**config.mk**
```make
export PLATFORM = sky130hd
export DESIGN_NAME = amiga_clk_en_gen
export DESIGN_NICKNAME = d
export VERILOG_FILES = /design/src/rtl/amiga_clk_en_gen_pkg.sv /design/src/rtl/amiga_clk_en_gen_chan.sv /design/src/rtl/amiga_clk_en_gen.sv
export SDC_FILE = /design/constraint.sdc
export NUM_CORES = 1
export LEC_CHECK = 0
export ABC_AREA = 1
export BUFFER_PORTS_ARGS = -buffer_cell sky130_fd_sc_hd__clkbuf_2
export CAP_MARGIN = 40
export CORE_UTILIZATION = 52
export DETAILED_ROUTE_END_ITERATION = 12
export HOLD_SLACK_MARGIN = 0.02
export MAX_ROUTING_LAYER = met4
export PLACE_DENSITY = 0.71
export RECOVER_POWER = 50
export SYNTH_ARGS = -nofsm -noshare
export SYNTH_HDL_FRONTEND = slang
export SYNTH_SLANG_ARGS = --single-unit
```
**constraint.sdc**
```tcl
create_clock -name clk -period 3.1 [get_ports clk]
set_input_delay 0.62 -clock clk [delete_from_list [all_inputs] [get_ports clk]]
set_output_delay 0.62 -clock clk [all_outputs]
set_load 0.005 [all_outputs]
```
**src/rtl/amiga_clk_en_gen_pkg.sv**
```systemverilog
// Shared definitions for the clock-enable / reset sequencer: FSM encoding,
// default lock delay and the standard 7 MHz CCK / CCK_n divider settings.
package amiga_clk_en_gen_pkg;

  typedef enum logic [1:0] {
    WAIT_LOCK = 2'd0,
    COUNT     = 2'd1,
    RUN       = 2'd2
  } state_t;

  localparam int LOCK_DELAY_DEF = 1024;

  localparam int CCK_DIV    = 3;
  localparam int CCK_PHASE  = 0;
  localparam int CCKN_DIV   = 3;
  localparam int CCKN_PHASE = 2;

endpackage

```
**src/rtl/amiga_clk_en_gen_chan.sv**
```systemverilog
// One enable channel: slot counter, shadowed div/phase and a registered
// enable computed one cycle ahead from the next-cycle counter and shadows.
module amiga_clk_en_gen_chan #(
  parameter int CNT_W = 4
) (
  input  logic             clk,
  input  logic             rst,
  input  logic             i_run,
  input  logic             i_start,
  input  logic [CNT_W-1:0] i_div,
  input  logic [CNT_W-1:0] i_phase,
  output logic             o_en,
  output logic             o_cfg_err
);

  logic [CNT_W-1:0] r_cnt;
  logic [CNT_W-1:0] r_div_sh;
  logic [CNT_W-1:0] r_phase_sh;
  logic [CNT_W-1:0] w_cnt_nxt;
  logic [CNT_W-1:0] w_div_nxt;
  logic [CNT_W-1:0] w_phase_nxt;
  logic             w_reload;

  // Next-cycle slot and shadows; start (RUN entry or sync) wins over wrap.
  always_comb begin
    w_reload    = i_start | (r_cnt == r_div_sh);
    w_cnt_nxt   = '0;
    w_div_nxt   = '0;
    w_phase_nxt = '0;
    if (!i_run) begin
      w_cnt_nxt   = '0;
      w_div_nxt   = '0;
      w_phase_nxt = '0;
    end else if (w_reload) begin
      w_cnt_nxt   = '0;
      w_div_nxt   = i_div;
      w_phase_nxt = i_phase;
    end else begin
      w_cnt_nxt   = r_cnt + CNT_W'(1);
      w_div_nxt   = r_div_sh;
      w_phase_nxt = r_phase_sh;
    end
  end

  always_ff @(posedge clk or posedge rst) begin
    if (rst) begin
      r_cnt      <= '0;
      r_div_sh   <= '0;
      r_phase_sh <= '0;
      o_en       <= 1'b0;
      o_cfg_err  <= 1'b0;
    end else begin
      r_cnt      <= w_cnt_nxt;
      r_div_sh   <= w_div_nxt;
      r_phase_sh <= w_phase_nxt;
      o_en       <= i_run & (w_cnt_nxt == w_phase_nxt);
      o_cfg_err  <= i_run & (w_phase_nxt > w_div_nxt);
    end
  end

endmodule

```
**src/rtl/amiga_clk_en_gen.sv**
```systemverilog
// Clock-enable and reset sequencer: reset/lock synchronisers, lock-delay FSM
// and NUM_CH phase-programmable one-cycle enable channels.
module amiga_clk_en_gen
  import amiga_clk_en_gen_pkg::*;
#(
  parameter int NUM_CH     = 3,
  parameter int CNT_W      = 4,
  parameter int LOCK_DELAY = LOCK_DELAY_DEF,
  parameter int DLY_W      = 11
) (
  input  logic                    clk,
  input  logic                    areset,
  input  logic                    locked,
  input  logic [NUM_CH*CNT_W-1:0] div,
  input  logic [NUM_CH*CNT_W-1:0] phase,
  input  logic                    sync_in,
  output logic [NUM_CH-1:0]       en,
  output logic                    rst_out,
  output logic                    running,
  output logic [NUM_CH-1:0]       cfg_err
);

  // Counter reaches LOCK_DELAY-1 on the same edge the FSM enters RUN.
  localparam logic [DLY_W-1:0] LP_DLY_LAST = DLY_W'(LOCK_DELAY - 2);

  logic [1:0]       r_rst_sync;
  logic [1:0]       r_lock_sync;
  logic             w_rst;
  logic             w_locked_s;
  state_t           r_state;
  logic [DLY_W-1:0] r_dly_cnt;
  logic             w_go_run;
  logic             w_run_nxt;
  logic             w_start;

  always_ff @(posedge clk or posedge areset) begin
    if (areset) begin
      r_rst_sync <= 2'b11;
    end else begin
      r_rst_sync <= {r_rst_sync[0], 1'b0};
    end
  end

  assign w_rst = r_rst_sync[1];

  always_ff @(posedge clk or posedge w_rst) begin
    if (w_rst) begin
      r_lock_sync <= 2'b00;
    end else begin
      r_lock_sync <= {r_lock_sync[0], locked};
    end
  end

  assign w_locked_s = r_lock_sync[1];

  // Lookahead: channels need to know whether the next cycle is RUN / slot 0.
  always_comb begin
    w_go_run  = (r_state == COUNT) & w_locked_s & (r_dly_cnt == LP_DLY_LAST);
    w_run_nxt = w_locked_s & ((r_state == RUN) | w_go_run);
    w_start   = w_run_nxt & (w_go_run | sync_in);
  end

  always_ff @(posedge clk or posedge w_rst) begin
    if (w_rst) begin
      r_state   <= WAIT_LOCK;
      r_dly_cnt <= '0;
      rst_out   <= 1'b1;
      running   <= 1'b0;
    end else begin
      rst_out <= ~w_run_nxt;
      running <= w_run_nxt;
      case (r_state)
        WAIT_LOCK: begin
          r_dly_cnt <= '0;
          if (w_locked_s) begin
            r_state <= COUNT;
          end else begin
            r_state <= WAIT_LOCK;
          end
        end
        COUNT: begin
          if (!w_locked_s) begin
            r_state   <= WAIT_LOCK;
            r_dly_cnt <= '0;
          end else if (w_go_run) begin
            r_state   <= RUN;
            r_dly_cnt <= r_dly_cnt + DLY_W'(1);
          end else begin
            r_state   <= COUNT;
            r_dly_cnt <= r_dly_cnt + DLY_W'(1);
          end
        end
        RUN: begin
          if (!w_locked_s) begin
            r_state   <= WAIT_LOCK;
            r_dly_cnt <= '0;
          end else begin
            r_state <= RUN;
          end
        end
        default: begin
          r_state   <= WAIT_LOCK;
          r_dly_cnt <= '0;
        end
      endcase
    end
  end

  for (genvar g = 0; g < NUM_CH; g++) begin : g_ch
    amiga_clk_en_gen_chan #(
      .CNT_W(CNT_W)
    ) u_chan (
      .clk      (clk),
      .rst      (w_rst),
      .i_run    (w_run_nxt),
      .i_start  (w_start),
      .i_div    (div[g*CNT_W +: CNT_W]),
      .i_phase  (phase[g*CNT_W +: CNT_W]),
      .o_en     (en[g]),
      .o_cfg_err(cfg_err[g])
    );
  end

endmodule

```
==> summary.md <==
| Metric | Value |
|---|---|
| Syn_nets | 493 |
| Nets | 531 |
| Detailed Place HPWL | 5352 um |
| Die area | 0.007272 mm^2 |
| Port Buffers | 35 |
| Clk sink count | 61 |
| Combinational family with the most area after synthesis | simple AND/OR/NAND/NOR gates |
| RSZ-0062 raised after global routing | false |
| Drt total wl | 7268 um |
| Total CTS buffers | 9 |
| Post-Syn Area | 0.003606 mm^2 |
| Post-Synthesis Cells | 448 |
| Slew @ Worst Pin | 1200 ps |
| Hold buffers post-CTS | 0 |
| # IOs | 36 |
| Synth Area in Simple Gates | 0.2783 |
| Layout cells sized above 1 | 0.1711 |
| Drt via density | 5.116 |
| Layout area overhead | 9.681% |
| CTS H-tree lvls | 3 |
| Initial core utilization | 0.5521 |
| GPL Wtd Cong | 0.8626 |
| Die Height | 85.28 um |
| # Max-Cap Violations | 0 |
| Die X | 85.28 um |
| Compound-Gate Fraction of Synth Area | 0.08848 |
| Fin crit period | 2746 ps |
| Syn Area/Cell | 8.049 um^2 |
| Adder-cell share of the synthesized area | 0.05899 |
| DR DRC count | 0 |
| VDD IR-drop max | 0.2610 mV |
| Clk Latency, worst-skew pair | 330 ps |
| Synth cell types | 39 |
| Drt wl/cell | 12.80 um |
| Initial antenna violation count | 0 |
| Hold WS | 284.5 ps |
| Critical Path Sink Type | register |
| CTS tree | built |
| Largest net degree at the start of global routing | 33 |
| Max Clk Rate | 0.3642 GHz |
| Mux contribution to synthesized area | 0 |
| CTS resizes | 0 |
| Max Slew Vio Count | 0 |
| Root Buffer | clkbuf_8 |
| Slew headroom | 0.1990 |
| Tcrit/Tclk final | 0.8858 |
| Yosys warnings | 0 |
| CTS max path bufs | 2 |
| Core ar. | 0.006531 mm^2 |
| Post-CTS Setup Inserts | 0 |
| Vias in the first global route | 2843 |
| First-pass GRT wire length | 12790 um |
| Critical path arrival | 2960 ps |
| Startpoint Class | register |
| Power Dens Cells | 374.3 mW/mm^2 |
| Final hold vios | 0 |
| GRT Total Usage | 0.2329 |
| Run status | completed |
| #FFs+latches synth | 61 |
| Sequential-to-total area share from yosys stat | 0.4244 |
| Vias | 2906 |
| Xor/xnor share of the synthesized area | 0.01700 |
| Antenna Nets Post-Route | 0 |
| CP Data Required Time | 3310 ps |
| DR iter-0 viols | 157 |
| Clock Skew | 5.711 ps |
| Row count | 29 |
| Number of diodes | 0 |
| # setup viols final | 0 |
| Pre-antenna DRT Iters | 4 |
| Critical path class | reg -> reg |
| Crit path max fanout | 23 |
| Static leakage power | 2.173 nW |
| Post-route setup TNS | 0 ps |
| Clk slew on worst S/H paths | 70 ps |
| Hold WC Path Type | in -> async |
| Remaining Overflow, GRT | 0 |
-- layout by cell type (no fill, tap or decap), types with 2 or more instances in the layout --
| master | n |
|---|---|
| o32ai_1 | 2 |
| clkbuf_1 | 6 |
| a21oi_1 | 10 |
| clkbuf_8 | 10 |
| ha_1 | 17 |
| nor3_1 | 2 |
| o22ai_1 | 3 |
| nand4_1 | 17 |
| inv_2 | 7 |
| inv_1 | 85 |
| dfstp_2 | 3 |
| nand2_2 | 4 |
| nor2_4 | 3 |
| nand3_4 | 3 |
| nand3_2 | 2 |
| or2_0 | 6 |
| a22oi_1 | 2 |
| o21bai_1 | 2 |
| dfrtp_1 | 58 |
| o21ai_0 | 9 |
| nor3_4 | 2 |
| a221oi_1 | 2 |
| o211ai_1 | 13 |
| a311oi_1 | 3 |
| or2_2 | 4 |
| clkbuf_2 | 35 |
| buf_4 | 5 |
| nand3_1 | 19 |
| nor2_1 | 40 |
| clkinv_2 | 2 |
| xor2_1 | 6 |
| nand2_1 | 101 |
-- kinds of logic after synthesis --
logic type	count (synthesis)
AND/OR/NAND/NOR	207
buffers and inverters	107
flip-flops	61
AO/OA/AOI/OAI	48
adder cells (fa/ha/maj)	17
XOR/XNOR	7
other	1
-- path summary, 6_finish.rpt --
kind                                                      end  slack [ps]                startpoint  depth (start not counted)
max in group asynchronous  g_ch[0].u_chan.o_cfg_err$_DFF_PP0_        1220   r_rst_sync[1]$_DFF_PP1_                          2
min                                   r_rst_sync[1]$_DFF_PP1_         280                    areset                          2
min in group clk                      r_rst_sync[1]$_DFF_PP1_         360   r_rst_sync[0]$_DFF_PP1_                          0
min reg2reg                           r_rst_sync[1]$_DFF_PP1_         360   r_rst_sync[0]$_DFF_PP1_                          0
max reg2reg                g_ch[1].u_chan.o_cfg_err$_DFF_PP0_         350  r_dly_cnt[0]$_DFFE_PP0P_                         15
max                        g_ch[1].u_chan.o_cfg_err$_DFF_PP0_         350  r_dly_cnt[0]$_DFFE_PP0P_                         15
-- where the power goes --
part | internal, W | switching [W]
combinational | 0.0000233 | 0.0000359
sequential | 0.000802 | 0.00000313
clock | 0.000311 | 0.000305
total | 0.00114 | 0.000344
-- flip-flops by register name, summed over array words and instances, names as in the netlist, 3 cells and up --
| signal | count |
|---|---|
| g_ch.u_chan.r_cnt | 12 |
| g_ch.u_chan.r_div_sh | 12 |
| g_ch.u_chan.r_phase_sh | 12 |
| r_dly_cnt | 11 |
| g_ch.u_chan.o_cfg_err | 3 |
| g_ch.u_chan.o_en | 3 |
-- layout make-up --
| cell class | instances | area (um^2) |
|---|---|---|
| fill | 603 | 2576 |
| clock inverter | 2 | 10.01 |
| sequential | 61 | 1530 |
| timing repair buffer | 42 | 220.2 |
| multi-input combinational | 280 | 1600 |
| clock buffer | 14 | 152.6 |
| inverter | 92 | 345.3 |
| tap | 77 | 96.34 |
-- critical path, cell delays in order, from the launching register on --
cell and delay [ps]:
dfrtp_1 420, inv_1 70, ha_1 140, nand2_1 70, nor3_4 180, nand3_4 240
nand2_4 300, inv_2 210, a21oi_2 180, nand2_1 80, inv_1 80, ha_1 230
nand2_1 60, inv_1 50, a221oi_1 250, a311oi_1 70
-- stage by stage --
stage                     instance area (um^2)  setup WS (ps)  utilization  power (W)  std cells
after floorplan                           3606          787.6            -  0.0008527        448
after global placement                    3800          442.1       0.5818  0.0008797        552
after detailed placement                  3800          352.3       0.5818  0.0008813        552
after CTS                                 3963          328.2       0.6067   0.001491        568
after global routing                      3955          71.94       0.6056   0.001529        568
final                                     3955          353.9       0.6056   0.001480        568
-- synth_stat cells --
master,number,area share
a22oi_1,2,0.0042
o21bai_1,2,0.0042
nand2_4,1,0.0031
inv_2,7,0.0073
ha_1,17,0.059
nand2_2,4,0.0069
dfstp_2,3,0.022
nand4_1,17,0.029
nor2_1,40,0.042
a21oi_2,1,0.0024
nand3_2,2,0.0056
or2_2,4,0.0069
conb_1,1,0.0010
nor2_4,3,0.0094
xnor2_1,1,0.0024
o32ai_1,2,0.0049
o22ai_1,3,0.0052
nor3_1,2,0.0028
or2_0,6,0.010
buf_8,1,0.0042
nor4_1,1,0.0017
buf_2,2,0.0028
a21oi_1,10,0.014
buf_4,8,0.017
a311oi_1,3,0.0073
xor2_1,6,0.015
dfrtp_1,58,0.40
o21ai_0,9,0.012
nand4_2,1,0.0035
buf_6,4,0.012
nand2_1,101,0.11
nand3_1,19,0.026
nor3_4,2,0.0090
o21a_1,1,0.0021
inv_1,85,0.088
nand3_4,3,0.015
nor2_2,1,0.0017
o211ai_1,13,0.027
a221oi_1,2,0.0049
-- per-layer routing --
| layer | track usage | share of wire | vias up |
|---|---|---|---|
| met1 | 0.3026 | 0.48 | 1336 |
| met5 | - | 0 | - |
| li1 | - | - | 1499 |
| met2 | 0.3651 | 0.47 | 62 |
| met4 | 0.08636 | 0.010 | 0 |
| met3 | 0.04377 | 0.037 | 9 |
(Power assumes the default switching activity.)
